--- src/rtl/spi_pkg.sv ---
// spi_pkg: FSM state, command record and frame-width helper for spi_master_engine
package spi_pkg;
    localparam int CS_MAX_W = 4;
    typedef enum logic [2:0] {IDLE, SETUP, SHIFT, HOLD, DONE} state_t;
    typedef struct packed {
        logic [CS_MAX_W-1:0] cs;
        logic                rd;
        logic                cpol;
        logic                cpha;
    } cmd_t;
    function automatic int frame_w(input int addr_w, input int data_w);
        return 1 + addr_w + data_w;
    endfunction
endpackage

--- src/rtl/spi_clk_gen.sv ---
// spi_clk_gen: sclk divider with one-cycle leading/trailing edge strobes
module spi_clk_gen #(
    parameter int CLK_DIV = 2
) (
    input  logic iclk,
    input  logic irstn,
    input  logic en,
    input  logic cpol,
    output logic sclk,
    output logic lead,
    output logic trail
);
    localparam int CW = $clog2(CLK_DIV) + 1;
    logic [CW-1:0] cnt;
    logic          ph;
    logic          tick;
    assign tick  = en && cnt == CW'(CLK_DIV - 1);
    assign lead  = tick && !ph;
    assign trail = tick && ph;
    assign sclk  = ph ^ cpol;
    always_ff @(posedge iclk or negedge irstn)
        if (!irstn) begin
            cnt <= '0;
            ph  <= 1'b0;
        end else begin
            cnt <= (!en || tick) ? '0 : cnt + 1'b1;
            ph  <= en && (ph ^ tick);
        end
endmodule

--- src/rtl/spi_master_engine.sv ---
// spi_master_engine: SPI master issuing one rw+addr+data frame per command.
// Define SPI_MODE_SEL_EN to honour cmd_cpol/cmd_cpha; otherwise mode 0 is fixed.
module spi_master_engine
    import spi_pkg::*;
#(
    parameter int NUM_CS  = 4,
    parameter int ADDR_W  = 4,
    parameter int DATA_W  = 8,
    parameter int CLK_DIV = 2,
    localparam int CS_W   = NUM_CS > 1 ? $clog2(NUM_CS) : 1
) (
    input  logic              iclk,
    input  logic              irstn,
    input  logic              cmd_valid,
    output logic              cmd_ready,
    input  logic [CS_W-1:0]   cmd_cs,
    input  logic              cmd_rd,
    input  logic [ADDR_W-1:0] cmd_addr,
    input  logic [DATA_W-1:0] cmd_wdata,
    input  logic              cmd_cpol,
    input  logic              cmd_cpha,
    output logic              rsp_valid,
    output logic [DATA_W-1:0] rsp_rdata,
    output logic              rsp_err,
    output logic              busy,
    output logic              sclk,
    output logic              mosi,
    input  logic              miso,
    output logic [NUM_CS-1:0] cs
);
    localparam int FRAME_W = frame_w(ADDR_W, DATA_W);
    localparam int TW      = $clog2(CLK_DIV) + 1;
    localparam int BW      = $clog2(FRAME_W);
    state_t             state, state_nx;
    cmd_t               cmd;
    logic [TW-1:0]      tcnt;
    logic [BW-1:0]      bcnt;
    logic [FRAME_W-1:0] tx;
    logic [DATA_W-1:0]  rx;
    logic               mo, ready_q, lead, trail, launch, sample, tdone, accept, bad, act;
    logic               cpol_c, cpha_c, sclk_raw;
`ifdef SPI_MODE_SEL_EN
    assign cpol_c = cmd_cpol;
    assign cpha_c = cmd_cpha;
`else
    logic unused_mode;
    assign unused_mode = cmd_cpol ^ cmd_cpha;
    assign cpol_c = 1'b0;
    assign cpha_c = 1'b0;
`endif
    assign cmd_ready = state == IDLE && ready_q;
    assign accept    = cmd_valid && cmd_ready;
    assign bad       = 32'(cmd_cs) >= NUM_CS;
    assign tdone     = tcnt == TW'(CLK_DIV - 1);
    assign launch    = cmd.cpha ? lead : trail;
    assign sample    = cmd.cpha ? trail : lead;
    spi_clk_gen #(.CLK_DIV(CLK_DIV)) u_clk_gen (
        .iclk  (iclk),
        .irstn (irstn),
        .en    (state == SHIFT),
        .cpol  (cmd.cpol),
        .sclk  (sclk_raw),
        .lead  (lead),
        .trail (trail)
    );
    always_ff @(posedge iclk or negedge irstn)
        if (!irstn) begin
            state   <= IDLE;
            ready_q <= 1'b0;
        end else begin
            state   <= state_nx;
            ready_q <= 1'b1;
        end
    always_comb begin
        state_nx = state;
        case (state)
            IDLE:    if (accept) state_nx = bad ? DONE : SETUP;
            SETUP:   if (tdone) state_nx = SHIFT;
            SHIFT:   if (trail && bcnt == BW'(FRAME_W - 1)) state_nx = HOLD;
            HOLD:    if (tdone) state_nx = DONE;
            default: state_nx = IDLE;
        endcase
    end
    // Rejected commands keep the previous CPOL so sclk stays quiet.
    always_ff @(posedge iclk or negedge irstn)
        if (!irstn) begin
            cmd       <= '0;
            tcnt      <= '0;
            bcnt      <= '0;
            tx        <= '0;
            rx        <= '0;
            mo        <= 1'b0;
            rsp_rdata <= '0;
            rsp_err   <= 1'b0;
        end else begin
            tcnt <= (state_nx != state) ? '0 : tcnt + 1'b1;
            if (accept) begin
                cmd  <= '{cs: CS_MAX_W'(cmd_cs), rd: cmd_rd, cpol: bad ? cmd.cpol : cpol_c, cpha: cpha_c};
                tx   <= {cmd_rd, cmd_addr, cmd_wdata & {DATA_W{!cmd_rd}}};
                rx   <= '0;
                mo   <= 1'b0;
                bcnt <= '0;
            end else begin
                if (launch) begin
                    mo <= tx[FRAME_W-1];
                    tx <= tx << 1;
                end
                if (sample && bcnt >= BW'(1 + ADDR_W)) rx <= DATA_W'({rx, miso});
                if (trail) bcnt <= bcnt + 1'b1;
            end
            if (state_nx == DONE) begin
                rsp_err   <= state == IDLE;
                rsp_rdata <= (state == IDLE || !cmd.rd) ? '0 : rx;
            end
        end
    always_comb begin
        act       = state == SETUP || state == SHIFT || state == HOLD;
        busy      = state != IDLE;
        rsp_valid = state == DONE;
        sclk      = sclk_raw;
        mosi      = act && (cmd.cpha ? mo : tx[FRAME_W-1]);
        for (int i = 0; i < NUM_CS; i++) cs[i] = !(act && cmd.cs == CS_MAX_W'(i));
    end
endmodule

--- config.mk ---
export PLATFORM = sky130hd
export DESIGN_NAME = spi_master_engine
export DESIGN_NICKNAME = d
export VERILOG_FILES = /design/src/rtl/spi_pkg.sv /design/src/rtl/spi_clk_gen.sv /design/src/rtl/spi_master_engine.sv
export SDC_FILE = /design/constraint.sdc
export NUM_CORES = 1
export LEC_CHECK = 0
export ABC_AREA = 1
export CAP_MARGIN = 20
export CORE_MARGIN = 8
export CORE_UTILIZATION = 44
export DETAILED_ROUTE_END_ITERATION = 16
export PLACE_DENSITY = 0.67
export SYNTH_ARGS = -nofsm -noshare
export SYNTH_HDL_FRONTEND = slang
export SYNTH_SLANG_ARGS = --single-unit
--- constraint.sdc ---
create_clock -name iclk -period 2.3 [get_ports iclk]
set_input_delay 0.46 -clock iclk [delete_from_list [all_inputs] [get_ports iclk]]
set_output_delay 0.46 -clock iclk [all_outputs]
set_load 0.01 [all_outputs]
Yosys cells after proc, flatten, opt, wreduce, memory -nomap -nowiden
Cells that the tools add are included.
- add/sub/neg operators: 3
- $mul: 0
- div/mod/pow operators: 0
- order comparisons: 1
- eq/ne operators: 12
- shifts and indexed selects: 0
- mux-type cells: 14
- bitwise logic cells: 2
- reduce and logical (&&, ||, !) cells: 30
- operator list (operator ; number):
    2-to-1 mux 13 bit ; 2
    2-to-1 mux 8 bit ; 3
    logical AND 1 bit ; 13
    2-to-1 mux 3 bit ; 4
    one-hot mux 3 bit (4 select lines) ; 1
    bitwise AND 8 bit ; 1
    zero test 1 bit ; 8
    2-to-1 mux 4 bit ; 2
    == test 2 x 1 -> 1 bit (second input constant) ; 3
    == test 3 x 2 -> 1 bit (second input constant) ; 2
    == test 3 bit (second input constant) ; 2
    adder 2 x 1 -> 2 bit (second input constant) ; 2
    adder 4 x 1 -> 4 bit (second input constant) ; 1
    == test 2 bit (second input constant) ; 2
    == test 4 bit (second input constant) ; 1
    greater-or-equal comparator 4 x 3 -> 1 bit (second input constant) ; 1
    zero test 4 bit ; 1
    logical OR 1 bit ; 4
    2-to-1 mux 2 bit ; 2
    nonzero test 2 bit ; 2
    == test 3 x 1 -> 1 bit (second input constant) ; 1
    zero test 3 bit ; 1
    != test 3 bit ; 1
    nonzero test 3 bit ; 1
    bitwise XOR 1 bit ; 1
- flip-flop bits (word level): 46
- latch bits: 0
- bits in writable memories: 0
- bits in read-only memories: 0
- output and inout port bits: 18
- memories kept: 0

Longest topological paths before layout
- depth after elaboration: 8
- mapped depth: 13

Modules after synthesis
From an unflattened synthesis, not the netlist that was laid out.
- cells, all modules: 247
- area, all modules: 2124.5 sq um
- modules (own cells, without submodules) (module ; instances ; cells an instance ; area an instance (sq um)):
    spi_master_engine ; 1 ; 227 ; 1959.4
    spi_clk_gen ; 1 ; 20 ; 165.2

Worst setup path before layout
Ideal clock, no wire load.
- path type: register to register
- from: register state[2]
- to: register tx[2]
- library setup time: 0.127 ns
- arrival: 1.666 ns
- setup slack: 0.506 ns
- cell stages (with the launch flop): 11
- path buffers: 1
- clock period less this slack: 1.794 ns
- cells stage by stage: dfrtp_1 inv_1 nand2_1 nor2_1 inv_1 nor2_1 ha_1 clkbuf_1 nand2_1 o21ai_0 o21ai_0
- cells in the longest elaborated chain, start to end: 4
- RTL lines (item ; RTL line ; source):
    start, declared ; spi_master_engine.sv:34 ; state_t state, state_nx;
    start signal, assigned ; spi_master_engine.sv:71 ; state <= state_nx;
    == test 3 x 2 -> 1 bit / zero test 3 bit (equally long branches) ; spi_master_engine.sv:60, spi_master_engine.sv:51 ;
    logical AND 1 bit, on equally long branches ; spi_clk_gen.sv:17, spi_master_engine.sv:51 ;
    logical AND 1 bit, on equally long branches ; spi_clk_gen.sv:19, spi_master_engine.sv:52 ;
    nonzero test 2 bit (no source line) / 2-to-1 mux 13 bit (equally long branches) ; n/a ;
    end signal, assigned ; spi_master_engine.sv:99 ; tx <= {cmd_rd, cmd_addr, cmd_wdata & {DATA_W{!cmd_rd}}};
    end signal, assigned ; spi_master_engine.sv:106 ; tx <= tx << 1;
    end, declared ; spi_master_engine.sv:38 ; logic [FRAME_W-1:0] tx;
Parallel ways exist; a longest one is shown, timed or not.
A chain may end at the register's enable or synchronous reset.

Final worst setup path
- from: register state[0]
- to: output cmd_ready
- cells in the longest elaborated chain, start to end: 2
- RTL lines (item ; RTL line ; source):
    zero test 3 bit ; spi_master_engine.sv:51 ; assign cmd_ready = state == IDLE && ready_q;
    logical AND 1 bit ; spi_master_engine.sv:51 ;
    end, declared ; spi_master_engine.sv:15 ; output logic cmd_ready,
No other way between the ends.

==> impl_table.tex <==
\begin{tabular}{lr}
\hline
Metric & Value \\
\hline
\multicolumn{2}{l}{\textbf{Run status}} \\
Result of the run & completed \\
\multicolumn{2}{l}{\textbf{Power and ir drop}} \\
Maximum resistive drop on vdd & 0.0005764 V \\
Power Total & $\sim$3.2 mW \\
Power per cell area & 1179 nW/µm² \\
LEAKAGE & 1.316 nW \\
\multicolumn{2}{l}{\textbf{Final layout}} \\
Fill cells & between 400 and 500 \\
Layout cell share with drive strength beyond 1 & about 8.4\% \\
Area growth from synthesis to final layout & 27.30\% \\
Total number of nets in the final design & between 300 and 400 \\
Area of all placed cells without fillers & 2713 µm² \\
Total inserted antenna cells & 0 \\
\multicolumn{2}{l}{\textbf{Clock tree}} \\
Clock H-tree levels & 2 \\
Clock Pin Slew Worst Setup and Hold Paths & 0.08 ns \\
Post-CTS setup repair buffer count & 0 \\
TritonCTS sink count & 46 \\
Buffers from clock root to sink, at most & 2 \\
Clock tree from TritonCTS & yes \\
Clock latency on the worst-skew pair & 0.30 ns \\
Library cell used as clock root buffer & sky130\_fd\_sc\_hd\_\_clkbuf\_8 \\
Num CTS Buffers & 5 \\
\multicolumn{2}{l}{\textbf{Route}} \\
Detailed-route wire length per cell & 12.32 µm \\
Count of nets left with antenna violations after detail routing & 0 \\
Number of detailed-routing iterations run before antenna repair & 6 \\
Top sig layer & met4 \\
1st-iter DRT viols & 100 \\
Detailed-route vias per instance & 4.965 \\
Met3 Wirelength & $\sim$300 µm \\
DR vias & 1,693 \\
Met2 routed wirelength & 1835 µm \\
Met1 layer wirelength in the final routing & about 2000 µm \\
DRC violations left & 0 \\
Routed WL & 4202 µm \\
\multicolumn{2}{l}{\textbf{Global route}} \\
Combined global-route utilization of all metal layers & 13.06\% \\
Largest net degree at the start of global routing & 21 \\
Number of global-route vias before repair & 1,677 \\
Sum of overflow across all layers after global routing & 0 \\
Antenna violations before repair & 0 \\
First-pass GRT wire length & roughly 7700 µm \\
\multicolumn{2}{l}{\textbf{Logic synthesis}} \\
Number of synthesis warnings & 0 \\
Most repeated cell in the gate-level netlist after synthesis & sky130\_fd\_sc\_hd\_\_nand2\_1 \\
Compound-gate portion of the synthesized area & about 7.6\% \\
Cells taking the most area after synthesis & sky130\_fd\_sc\_hd\_\_dfrtp\_1 54\%, sky130\_fd\_sc\_hd\_\_nand2\_1 11\%, sky130\_fd\_sc\_hd\_\_nand3\_1 7.8\%, sky130\_fd\_sc\_hd\_\_inv\_1 4.9\%, sky130\_fd\_sc\_hd\_\_ha\_1 4.7\% \\
Proportion of netlist area held by the largest area contributor & 54.02\% \\
Mux share of post-synthesis cell area & 0\% \\
Share of flip-flops with an asynchronous set or reset after synthesis & 100.0\% \\
Count of distinct cell types in the synthesized netlist & 24 \\
Post-synth EDFFs & 0 \\
Post-Synthesis Cells & 242 \\
Flip-flop cell with the highest count after synthesis & sky130\_fd\_sc\_hd\_\_dfrtp\_1 \\
Post-synthesis share of cell area spent on full adders, half adders and majority gates & 4.698\% \\
Main combinational cell family by area after synthesis & simple AND/OR/NAND/NOR gates \\
Nets in the synthesized netlist & about 270 \\
Most instantiated cells after synthesis & 61 x sky130\_fd\_sc\_hd\_\_nand2\_1, 46 x sky130\_fd\_sc\_hd\_\_dfrtp\_1, 33 x sky130\_fd\_sc\_hd\_\_nand3\_1, 28 x sky130\_fd\_sc\_hd\_\_inv\_1, 18 x sky130\_fd\_sc\_hd\_\_o21ai\_0 \\
Average instance area after synthesis & 8.805 µm² \\
Sequential area share after synthesis & between 50\% and 60\% \\
Post-synthesis share of cell area spent on and, or, nand and nor gates & 25.48\% \\
Xor and xnor area share after synthesis & less than 1\% \\
Synthesized cell area & about 2100 µm² \\
Largest area contributor in the synthesized netlist & sky130\_fd\_sc\_hd\_\_dfrtp\_1 \\
Number of storage elements in the synthesis netlist & 46 \\
\multicolumn{2}{l}{\textbf{Timing}} \\
Transition time at the pin with the least slew margin & slightly below 0.6 ns \\
Final Slew Violations & 0 \\
Final Setup Violations & 0 \\
Worst Hold Slack & 0.09006 ns \\
Highest attainable clock frequency & 463.7 MHz \\
Fin crit period & 2.157 ns \\
Post-layout worst setup margin & $\sim$0.14 ns \\
Number of endpoints with negative hold slack in the final report & 0 \\
Ratio of final minimum period to clock period & 93.77\% \\
RSZ-0062 raised after global routing & false \\
Worst clock skew & slightly below 0.005 ns \\
Slew headroom & 60.29\% \\
Setup tns final & 0 ns \\
\multicolumn{2}{l}{\textbf{Setup path}} \\
Launching point of the worst reg2reg path & state[2] \\
Critical Path Sink Type & primary output \\
Worst Path Arrival & 1.70 ns \\
Required time of the critical path & 1.84 ns \\
Startpoint types & flip-flop \\
Reg-to-Reg End & tx[4] \\
Worst Setup Path Type & flip-flop to primary output \\
Flop-to-flop setup slack & 0.39 ns \\
Highest net fanout along the worst path & 7 \\
Length in cells of the worst reg-to-reg path & 11 \\
\multicolumn{2}{l}{\textbf{Floorplanning}} \\
Initial Utilization & 45.41\% \\
Row cnt & 25 \\
Die Area & 7326 µm² \\
X dimension of the die & 85.59 µm \\
Total core area & 4692 µm² \\
I/O pins & 39 \\
Die H & 85.59 µm \\
\multicolumn{2}{l}{\textbf{Job}} \\
Max-cap violations & 0 \\
\multicolumn{2}{l}{\textbf{Placed design}} \\
DP Area & $\sim$2600 µm² \\
Weighted congestion reported at the end of routability-driven placement & 0.7576 \\
Sum of net half-perimeters after detailed placement & 3184 µm \\
IO buf count & 36 \\
Setup WS pre-CTS & approximately 0.37 ns \\
\multicolumn{2}{l}{\textbf{Worst hold path}} \\
Classification of the worst-slack hold path & primary input to asynchronous set/reset pin \\
\hline
\end{tabular}
==> cell usage in the layout (no fill, tap or decap), types with 2 or more instances in the layout <==
master / n
sky130_fd_sc_hd__nand2_1: 61
sky130_fd_sc_hd__dfrtp_1: 45
sky130_fd_sc_hd__clkdlybuf4s50_1: 35
sky130_fd_sc_hd__nand3_1: 33
sky130_fd_sc_hd__inv_1: 28
sky130_fd_sc_hd__o21ai_0: 18
sky130_fd_sc_hd__nor2_1: 15
sky130_fd_sc_hd__ha_1: 8
sky130_fd_sc_hd__buf_4: 8
sky130_fd_sc_hd__clkbuf_8: 6
sky130_fd_sc_hd__nor3_1: 5
sky130_fd_sc_hd__a31oi_1: 4
sky130_fd_sc_hd__o211ai_1: 3
sky130_fd_sc_hd__nor2_4: 2
sky130_fd_sc_hd__a21oi_1: 2
sky130_fd_sc_hd__xor2_1: 2
sky130_fd_sc_hd__bufinv_16: 2
==> worst max path at each step <==
| stage | start | end | cells past startpoint |
|---|---|---|---|
| detailed placement | cmd_valid | tx[7] | 7 |
| finish | state[0] | cmd_ready | 4 |
| CTS | state[0] | cs[1] | 4 |
| global placement | state[2] | tx[4] | 11 |
| global route | state[0] | cmd_ready | 4 |
| floorplan | state[2] | tx[2] | 10 |
==> registers in the layout, summed over array words and instances, names as in the netlist <==
| register | count |
|---|---|
| tcnt | 2 |
| tx | 13 |
| rsp_err | 1 |
| rx | 8 |
| cmd | 3 |
| bcnt | 4 |
| rsp_rdata | 8 |
| ready_q | 1 |
| u_clk_gen.cnt | 2 |
| u_clk_gen.ph | 1 |
| state | 3 |
==> cell families after synthesis <==
group / Yosys count
AOI/OAI and AO/OA: 29
xor gates and xnor gates: 2
adders and majority gates: 8
buffers and inverters: 36
DFF: 46
other: 1
and+or+nand+nor: 120
==> per-stage QoR <==
| stage | std cells | utilization, % |
|---|---|---|
| after floorplan | 242 | - |
| after global placement | 333 | 54.75 |
| after detailed placement | 333 | 54.75 |
| after CTS | 341 | 57.79 |
| after global routing | 341 | 57.81 |
| final | 341 | 57.81 |
==> timing repair <==
item	4_1_cts	5_1_grt
gates resized for setup	0	1
hold buffers	0	0
endpoints found under the setup margin	0	3
==> power breakdown <==
group	leakage [nW]	switching (mW)	internal [mW]	total (mW)
Sequential	0.587	0.195	1.12	1.32
Clock	0.0714	0.271	0.463	0.734
Combinational	0.658	0.621	0.524	1.14
Total	1.32	1.09	2.11	3.20
==> final cells by class <==
cell class	count	area (µm²)	area share, %
Tap cell	54	67.56	2.491
Clock buffer	6	82.58	3.044
Clock inverter	2	60.06	2.214
Multi-Input combinational cell	160	825.8	30.44
Sequential cell	46	1152	42.48
Timing Repair Buffer	44	415.4	15.31
Inverter	29	108.9	4.013
==> worst max-delay path, cell delays in order (launching register included) <==
cell and delay [ns]:
sky130_fd_sc_hd__dfrtp_2 0.47, sky130_fd_sc_hd__nor2_4 0.19, sky130_fd_sc_hd__nand2_1 0.09, sky130_fd_sc_hd__nor2_1 0.09, sky130_fd_sc_hd__clkdlybuf4s50_1 0.56
==> metal layers <==
metal,vias to the layer above,global-route usage (%)
li1,875,-
met1,770,16.46
met2,41,19.68
met3,7,5.158
met4,0,4.777
met5,-,0
Note: power is estimated with default switching activity, not from simulation.
